File: src/rtl/exec_pkg.sv
`default_nettype none
// ============================================================================
//  Module   : exec_pkg
//  Purpose  : Shared constants for the execute stage: ALU control encoding,
//             instruction field positions and the default a0 mirror index.
//  Revision : 1.0 - initial release
// ============================================================================
package exec_pkg;

    // ALU control encoding, identical to what the control unit drives
    localparam logic ALU_ADD = 1'b0;
    localparam logic ALU_SUB = 1'b1;

    // Register-index fields inside a 32-bit instruction word
    localparam int RS1_MSB = 19;
    localparam int RS1_LSB = 15;
    localparam int RS2_MSB = 24;
    localparam int RS2_LSB = 20;
    localparam int RD_MSB  = 11;
    localparam int RD_LSB  = 7;

    // Architectural register mirrored onto the a0 output (x10)
    localparam int A0_INDEX_DEFAULT = 10;

endpackage : exec_pkg
`default_nettype wire

File: src/rtl/exec_regfile.sv
`default_nettype none
// ============================================================================
//  Module   : exec_regfile
//  Purpose  : Architectural register file. Two asynchronous read ports, one
//             synchronous write port, x0 held at zero in storage, synchronous
//             active-high reset clearing every entry.
//  Revision : 1.0 - initial release
// ============================================================================
module exec_regfile #(
    parameter int DATA_WIDTH = 32,
    parameter int ADDR_WIDTH = 5
) (
    input  logic                  clk,
    input  logic                  rst,
    input  logic                  we,
    input  logic [ADDR_WIDTH-1:0] waddr,
    input  logic [DATA_WIDTH-1:0] wdata,
    input  logic [ADDR_WIDTH-1:0] raddr1,
    input  logic [ADDR_WIDTH-1:0] raddr2,
    output logic [DATA_WIDTH-1:0] rdata1,
    output logic [DATA_WIDTH-1:0] rdata2
);

    localparam int NUM_REGS = 2 ** ADDR_WIDTH;

    logic [DATA_WIDTH-1:0] regs [NUM_REGS];

    // Storage update: reset clears all, entry 0 is forced to zero every cycle,
    // other entries take wdata when addressed by an enabled write.
    always_ff @(posedge clk) begin
        for (int i = 0; i < NUM_REGS; i++) begin
            if (rst || (i == 0)) begin
                regs[i] <= '0;
            end else if (we && (waddr == ADDR_WIDTH'(i))) begin
                regs[i] <= wdata;
            end
        end
    end

    // Asynchronous reads return the pre-edge contents (no write bypass)
    assign rdata1 = regs[raddr1];
    assign rdata2 = regs[raddr2];

endmodule : exec_regfile
`default_nettype wire

File: src/rtl/exec_top.sv
`default_nettype none
// ============================================================================
//  Module   : exec_top
//  Purpose  : Execute stage. Reads rs1/rs2 from the register file, selects
//             operand B (rs2 data or immediate), adds or subtracts, writes the
//             result back to rd and reports operand equality for branches.
//             Register x10 is mirrored onto the registered a0 output.
//  Revision : 1.0 - initial release
// ============================================================================
module exec_top
    import exec_pkg::*;
#(
    parameter int DATA_WIDTH     = 32,
    parameter int REG_ADDR_WIDTH = 5,
    parameter int A0_INDEX       = A0_INDEX_DEFAULT
) (
    input  logic                  clk,
    input  logic                  rst,
    input  logic                  en,
    input  logic [31:0]           instr,
    input  logic [DATA_WIDTH-1:0] ImmOp,
    input  logic                  RegWrite,
    input  logic                  ALUctrl,
    input  logic                  ALUsrc,
    output logic                  EQ,
    output logic [DATA_WIDTH-1:0] a0
);

    logic [REG_ADDR_WIDTH-1:0] rs1;
    logic [REG_ADDR_WIDTH-1:0] rs2;
    logic [REG_ADDR_WIDTH-1:0] rd;
    logic [DATA_WIDTH-1:0]     rd1;
    logic [DATA_WIDTH-1:0]     rd2;
    logic [DATA_WIDTH-1:0]     op_a;
    logic [DATA_WIDTH-1:0]     op_b;
    logic [DATA_WIDTH-1:0]     sum;
    logic                      wr_en;
    logic                      a0_hit;
    logic                      unused_instr_bits;

    assign rs1 = instr[RS1_LSB +: REG_ADDR_WIDTH];
    assign rs2 = instr[RS2_LSB +: REG_ADDR_WIDTH];
    assign rd  = instr[RD_LSB  +: REG_ADDR_WIDTH];

    // Opcode/funct bits are decoded upstream; only register fields matter here
    assign unused_instr_bits = ^{instr[31:RS2_MSB+1], instr[RS1_LSB-1:RD_MSB+1],
                                 instr[RD_LSB-1:0]};

    // x0 writes are dropped inside the register file; gate here only on stall
    assign wr_en = en && RegWrite;

    exec_regfile #(
        .DATA_WIDTH (DATA_WIDTH),
        .ADDR_WIDTH (REG_ADDR_WIDTH)
    ) u_regfile (
        .clk    (clk),
        .rst    (rst),
        .we     (wr_en),
        .waddr  (rd),
        .wdata  (sum),
        .raddr1 (rs1),
        .raddr2 (rs2),
        .rdata1 (rd1),
        .rdata2 (rd2)
    );

    // Operand selection, add/sub (wraps modulo 2**DATA_WIDTH) and equality
    always_comb begin
        op_a = rd1;
        op_b = ALUsrc ? ImmOp : rd2;
        sum  = (ALUctrl == ALU_SUB) ? (op_a - op_b) : (op_a + op_b);
        EQ   = (op_a == op_b);
    end

    // A write lands on the mirrored register only if it targets it and it is not x0
    assign a0_hit = wr_en && (rd == REG_ADDR_WIDTH'(A0_INDEX)) && (A0_INDEX != 0);

    // a0 tracks the next value of the mirrored register, so it updates on the
    // same edge the register file does and holds during stalls
    always_ff @(posedge clk) begin
        if (rst) begin
            a0 <= '0;
        end else if (a0_hit) begin
            a0 <= sum;
        end
    end

endmodule : exec_top
`default_nettype wire
File: config.mk
export PLATFORM = sky130hd
export DESIGN_NAME = exec_top
export DESIGN_NICKNAME = d
export VERILOG_FILES = /design/src/rtl/exec_pkg.sv /design/src/rtl/exec_regfile.sv /design/src/rtl/exec_top.sv
export SDC_FILE = /design/constraint.sdc
export NUM_CORES = 2
export LEC_CHECK = 0
export CAP_MARGIN = 20
export CORE_MARGIN = 4
export CORE_UTILIZATION = 40
export DETAILED_ROUTE_END_ITERATION = 16
export GPL_TIMING_DRIVEN = 0
export PLACE_DENSITY = 0.64
export SETUP_SLACK_MARGIN = 0.05
export SYNTH_ARGS = -nofsm -noshare
export SYNTH_HDL_FRONTEND = slang
export SYNTH_SLANG_ARGS = --single-unit
File: constraint.sdc
create_clock -name clk -period 6.2 [get_ports clk]
set_input_delay 1.24 -clock clk [delete_from_list [all_inputs] [get_ports clk]]
set_output_delay 1.24 -clock clk [all_outputs]
set_load 0.005 [all_outputs]
* Yosys cells after proc, flatten, opt, wreduce, memory -nomap -nowiden
Memories as Yosys holds them, arrays and structs flattened.
Index checks and enable logic that the tools add are counted.
W data, S select, Z words.
** Operators by class
- $add $sub $neg :: 2
- Equality and inequality tests :: 32
- Multiplexer cells :: 128
- Bitwise gates (word level) :: 31
- Reduce and logical (&&, ||, !) cells :: 32
** Operators with widths (count)
- $mux W32 :: 33
- $mux W1 :: 95
- $eq A5 B5 Y1 const B :: 16
- $eq A5 B4 Y1 const B :: 8
- $add A32 B32 Y32 :: 1
- $eq A32 B32 Y1 :: 1
- $logic_and A1 B1 Y1 :: 32
- $sub A32 B32 Y32 :: 1
- $or A1 B1 Y1 :: 31
- $eq A5 B3 Y1 const B :: 4
- $eq A5 B2 Y1 const B :: 2
- $eq A5 B1 Y1 const B :: 1
** Storage, ports and cells
- Register bits :: 32
- RAM bits :: 1024
- Input bits :: 70
- Output and inout port bits :: 33
- Word-level logic and storage cells :: 227
- Memories kept :: 1
** Memories
- u_regfile.regs :: depth 32, bits a word 32, rd ports 2, clocked after memory_dff 0, write ports 32, line exec_regfile.sv:26 : logic [DATA_WIDTH-1:0] regs [NUM_REGS];

* Logic depth before layout (Yosys ltp)
- Word-level depth :: 6
- Mapped depth :: 22
- Mapped depth without buffers :: 17

* By module
A second synthesis with hierarchy kept.
** Unflattened totals
- Cells, all modules :: 4404
- Area total of the unflattened synthesis :: 58623.7 µm²
** By module, submodules not included
- exec_regfile :: instances 1, cells each 3681, area an instance 53431.2 µm², sequential area each 29788.6 µm²
- exec_top :: instances 1, cells each 723, area an instance 5192.5 µm², sequential area each 640.6 µm²

* Worst setup path after synthesis
No wires, ideal clock.
- Path kind :: input to output
- From :: in instr[15]
- To :: out EQ
- Arrival :: 5419 ps
- Data required time :: 4960 ps
- Setup slack :: -459 ps
- Cell stages on the path :: 14
- Buffers on the path :: 5
- Cells stage by stage :: buf_2 > buf_2 > clkbuf_1 > buf_1 > mux4_2 > mux4_2 > mux2_2 > ha_1 > clkbuf_1 > nand2_1 > nor2_1 > nand4_1 > or4_1 > nor3_1
** Between the ends
- Cells in the longest elaborated chain, start to end :: 2
** Ends and longest elaborated chain
- start: declaration :: line exec_top.sv:20 : input logic [31:0] instr,
- $mem_v2 Z32 W32
- $eq A32 B32 Y1 :: line exec_top.sv:72 : EQ = (op_a == op_b);
- end: declaration :: line exec_top.sv:25 : output logic EQ,
Every way passes these cells.

* Worst setup path after layout
- From :: in instr[19]
- To :: out EQ
The elaborated chain is that of the path after synthesis.

==> impl_table.tex <==
\begin{tabular}{lr}
\hline
Metric & Value \\
\hline
\multicolumn{2}{l}{\textbf{Cells and area}} \\
\quad Growth of design area from synthesis to finish & 19.5\% \\
\quad Multi-input combinational cell area & 24200 sq um \\
\quad Net count reported at finish & 4483 \\
\quad Layout filler cell count & 11900 \\
\quad Layout cells sized above 1 & 29.7\% \\
\quad Area used by sequential logic in the layout & 30400 sq um \\
\quad Finished Layout Cells & 6315 \\
\multicolumn{2}{l}{\textbf{Clock tree}} \\
\quad Clock insertion delay at the later pin of the skew report & 0.75 ns \\
\quad CTS max path bufs & 3 \\
\quad Hold buffer count at cts & 0 \\
\quad Htree depth & 3 \\
\quad Count of clock tree sinks & 1024 \\
\quad CTS Root Buffer Type & sky130\_fd\_sc\_hd\_\_clkbuf\_16 \\
\quad CTS Buf Count & 110 \\
\quad CTS tree & yes \\
\quad Clock transition at the registers of the reported paths & 0.06 ns \\
\multicolumn{2}{l}{\textbf{Route}} \\
\quad Wirelength, routed & 231 mm \\
\quad Per-cell routed wire length & 36.5 um \\
\quad Total iterations of the first detailed-routing run & 6 \\
\quad Vias after detailed routing & 41700 \\
\quad Detailed Route Iter0 Violations & 7368 \\
\quad Number of antenna-violating nets in the routed design & 0 \\
\quad Post-route DRC & 0 \\
\quad Avg Vias per Cell & 6.60 \\
\multicolumn{2}{l}{\textbf{Power}} \\
\quad Power density over cell area & 295 nW/um\^{}2 \\
\quad Internal power of the cells & 13.2 mW \\
\quad Total net switching power & 6.43 mW \\
\quad Combinational group share of total power & 25.8\% \\
\quad Portion of total power attributed to the clock network & 33.7\% \\
\quad Overall power of the completed layout & 19.6 mW \\
\quad Leakage power total & 24.3 nW \\
\quad VDD IR-drop max & 0.236 mV \\
\quad Switching power as a share of total power & 32.8\% \\
\quad Sequential cell fraction of total power & 40.5\% \\
\multicolumn{2}{l}{\textbf{Place}} \\
\quad Total instance count after detailed placement & 6020 \\
\quad Dpl ws & -3.72 ns \\
\quad Final weighted congestion of routability-driven global placement & 1.04 \\
\quad HPWL Detailed & 167 mm \\
\quad Quantity of I/O buffers inserted on ports & 77 \\
\multicolumn{2}{l}{\textbf{Worst setup path}} \\
\quad Arrival time at the worst endpoint & 5.22 ns \\
\quad Buffers and inverters on the worst path & 5 \\
\quad Highest fanout seen on the critical path & 10 \\
\quad Longest individual stage delay on the worst path & 1.00 ns \\
\quad Chain of cells forming the critical path & buf\_1 > clkbuf\_1 > mux2\_4 > ha\_4 > clkbuf\_8 > nand4\_1 > buf\_6 > or4\_4 > nor3\_4 > buf\_2 \\
\quad Nature of the critical path endpoint & primary output \\
\quad Gate family responsible for the most delay along the worst path & buffers and inverters \\
\quad Required time worst endpoint & 4.96 ns \\
\quad Type of the worst setup path & in2out \\
\quad Startpoint Class & primary input \\
\quad Worst path slowest cell & sky130\_fd\_sc\_hd\_\_clkbuf\_1 \\
\multicolumn{2}{l}{\textbf{Synth}} \\
\quad Share of the synthesized area in the top cell type & 53.5\% \\
\quad Async set or reset register ratio after synthesis & 0\% \\
\quad Post-Synthesis Cells & 4020 \\
\quad Number of unique standard cell types used by synthesis & 75 \\
\quad Synth top area cells & sky130\_fd\_sc\_hd\_\_edfxtp\_1 (53\%), sky130\_fd\_sc\_hd\_\_mux4\_2 (23\%), sky130\_fd\_sc\_hd\_\_nor2\_1 (6.1\%), sky130\_fd\_sc\_hd\_\_clkbuf\_1 (2.1\%), sky130\_fd\_sc\_hd\_\_a21oi\_1 (1.4\%) \\
\quad Mapped Avg Cell Area & 13.9 sq um \\
\quad Cell Area, Synth & 55700 sq um \\
\quad EDFF count, synth & 992 \\
\quad Register area share after synthesis & 54.6\% \\
\quad Register bit total from synthesis & 1024 \\
\quad Count of synthesis-stage warnings from yosys & 0 \\
\quad Net Count, Synth & 4155 \\
\quad Commonest register cell after synthesis & sky130\_fd\_sc\_hd\_\_edfxtp\_1 \\
\quad Synth area leader & sky130\_fd\_sc\_hd\_\_edfxtp\_1 \\
\multicolumn{2}{l}{\textbf{Global routing}} \\
\quad Vias in the first global route & 40300 \\
\quad Gr usage total & 31.1\% \\
\quad Total congestion overflow after global routing & 0 \\
\quad Antenna violations before repair & 9 \\
\quad Maximum number of pins on one net before global-route repair & 26 \\
\quad First-pass GRT wire length & 313 mm \\
\multicolumn{2}{l}{\textbf{Flow run}} \\
\quad Max-cap violations & 0 \\
\multicolumn{2}{l}{\textbf{Floorplan}} \\
\quad Die area & 145000 sq um \\
\quad Initial cell density of the core & 40.4\% \\
\quad Placeable core region & 138000 sq um \\
\quad Total number of placement rows & 136 \\
\quad DIE WIDTH & 381 um \\
\quad Total I/O pin count & 103 \\
\quad Y dimension of the die & 381 um \\
\multicolumn{2}{l}{\textbf{Timing}} \\
\quad Final Critical Period & 6.46 ns \\
\quad Peak clock frequency supported by timing & 155 MHz \\
\quad Number of pins exceeding their max-slew limit in the final report & 0 \\
\quad Worst hold margin & 0.452 ns \\
\quad Final setup violation count & 52 \\
\quad Final count of hold timing violations & 0 \\
\quad Total negative slack & -2.02 ns \\
\quad Final worst path period share & 104\% \\
\quad Final clock skew & 0.0499 ns \\
\quad Setup repair after global routing missed its margin & yes \\
\quad Transition at the pin with the smallest max-transition slack & 1.30 ns \\
\quad Relative slew slack & 13.6\% \\
\quad Setup WS post-layout & -0.256 ns \\
\multicolumn{2}{l}{\textbf{Status}} \\
\quad Run status & finished, violations left \\
\quad Violations in the final reports & negative setup slack \\
\multicolumn{2}{l}{\textbf{Hold path}} \\
\quad Class of the worst hold path & reg2reg \\
\hline
\end{tabular}
## worst min-delay path: stages, from the launching register on
cell	delay, ns
sky130_fd_sc_hd__dfxtp_1	0.31
sky130_fd_sc_hd__nand2_1	0.05
sky130_fd_sc_hd__nand2_1	0.04
## metrics by stage
stage	instance area, sq um	utilization (%)
2_1_floorplan	55800	-
3_3_place_gp	58900	42.7
3_5_place_dp	60100	43.6
4_1_cts	65900	47.8
5_1_grt	66600	48.3
6_report	66600	48.3
## repair_timing
item	in CTS	in global routing
endpoints found under the setup margin	991	698
setup buffers	51	34
gates resized for setup	515	142
pin swaps	14	28
gates cloned	4	0
## worst paths after layout
check / from / endpoint / depth (start not counted) / slack (ns)
setup / recovery: instr[19] / EQ / 10 / -0.26
hold / removal: a0[16] / a0[16] / 2 / 0.45
setup reg to reg: u_regfile.regs[15][11] / u_regfile.regs[27][18] / 17 / 0.81
hold reg to reg: a0[16] / a0[16] / 2 / 0.45
## power groups by stage
stage	sequential (mW)	clock [mW]	combinational, mW
floorplan	8.05	0	2.49
global placement	8.09	0	4.23
detailed placement	8.09	0	4.38
CTS	7.94	6.60	4.73
global route	7.97	6.87	5.16
finish	7.95	6.61	5.07
## cell usage after synthesis, types with 65 or more instances
master,instances
sky130_fd_sc_hd__a21oi_1,160
sky130_fd_sc_hd__buf_1,67
sky130_fd_sc_hd__clkbuf_1,305
sky130_fd_sc_hd__edfxtp_1,992
sky130_fd_sc_hd__inv_1,71
sky130_fd_sc_hd__mux2_2,65
sky130_fd_sc_hd__mux2i_1,68
sky130_fd_sc_hd__mux4_2,572
sky130_fd_sc_hd__nand2_1,126
sky130_fd_sc_hd__nor2_1,901
sky130_fd_sc_hd__nor3_1,143
sky130_fd_sc_hd__o21ai_0,92
## cells by family (layout without fill, tap and decap cells)
logic type / after synthesis / in the layout / share of synthesized area, %
DFF: 1024 / 1024 / 54.6
other: 0 / 7 / 0
and+or+nand+nor: 1279 / 1279 / 9.48
muxes: 705 / 705 / 25.7
adders and majority gates: 65 / 65 / 1.49
xor gates and xnor gates: 23 / 23 / 0.375
buffers and inverters: 494 / 919 / 3.49
AOI/OAI and AO/OA: 430 / 430 / 4.91
## cells in the final DEF, fill, tap and decap left out, drive strengths merged, types with 13 or more instances in the layout
| cell | synthesis | routed |
|---|---|---|
| dfxtp | 32 | 32 |
| mux4 | 572 | 572 |
| o21bai | 18 | 18 |
| nor3 | 144 | 144 |
| a21oi | 160 | 160 |
| buf | 116 | 273 |
| a21o | 37 | 37 |
| clkdlybuf4s50 | 0 | 71 |
| edfxtp | 992 | 992 |
| clkinv | 0 | 43 |
| o31ai | 13 | 13 |
| a22o | 31 | 31 |
| mux2i | 68 | 68 |
| nand2 | 126 | 126 |
| nor2b | 18 | 18 |
| xnor2 | 22 | 22 |
| o21ai | 96 | 96 |
| ha | 63 | 63 |
| mux2 | 65 | 65 |
| nand3 | 15 | 15 |
| clkbuf | 307 | 446 |
| nand4 | 13 | 13 |
| nor2 | 903 | 903 |
| inv | 71 | 72 |
## sequential cells by signal, indices dropped and copies added, names as in the netlist
| register | count |
|---|---|
| a0 | 32 |
| u_regfile.regs | 992 |
## area by class of cell
cell class	count	share of cell area [%]
Tap cell	1863	3.50
Clock buffer	155	4.70
Multi-Input combinational cell	2502	36.3
Sequential cell	1024	45.7
Clock inverter	54	0.629
Timing Repair Buffer	229	4.08
Inverter	71	0.400
Antenna cell	7	0.0263
Buffer	410	4.73
## routing by layer
layer	wire [um]	vias up	track usage [%]
li1	-	16200	-
met1	82500	21200	40.8
met2	97300	3524	44.2
met3	32700	703	10.0
met4	18100	6	20.4
met5	103	-	0.463
No activity file was read; power rests on OpenSTA's default activity.
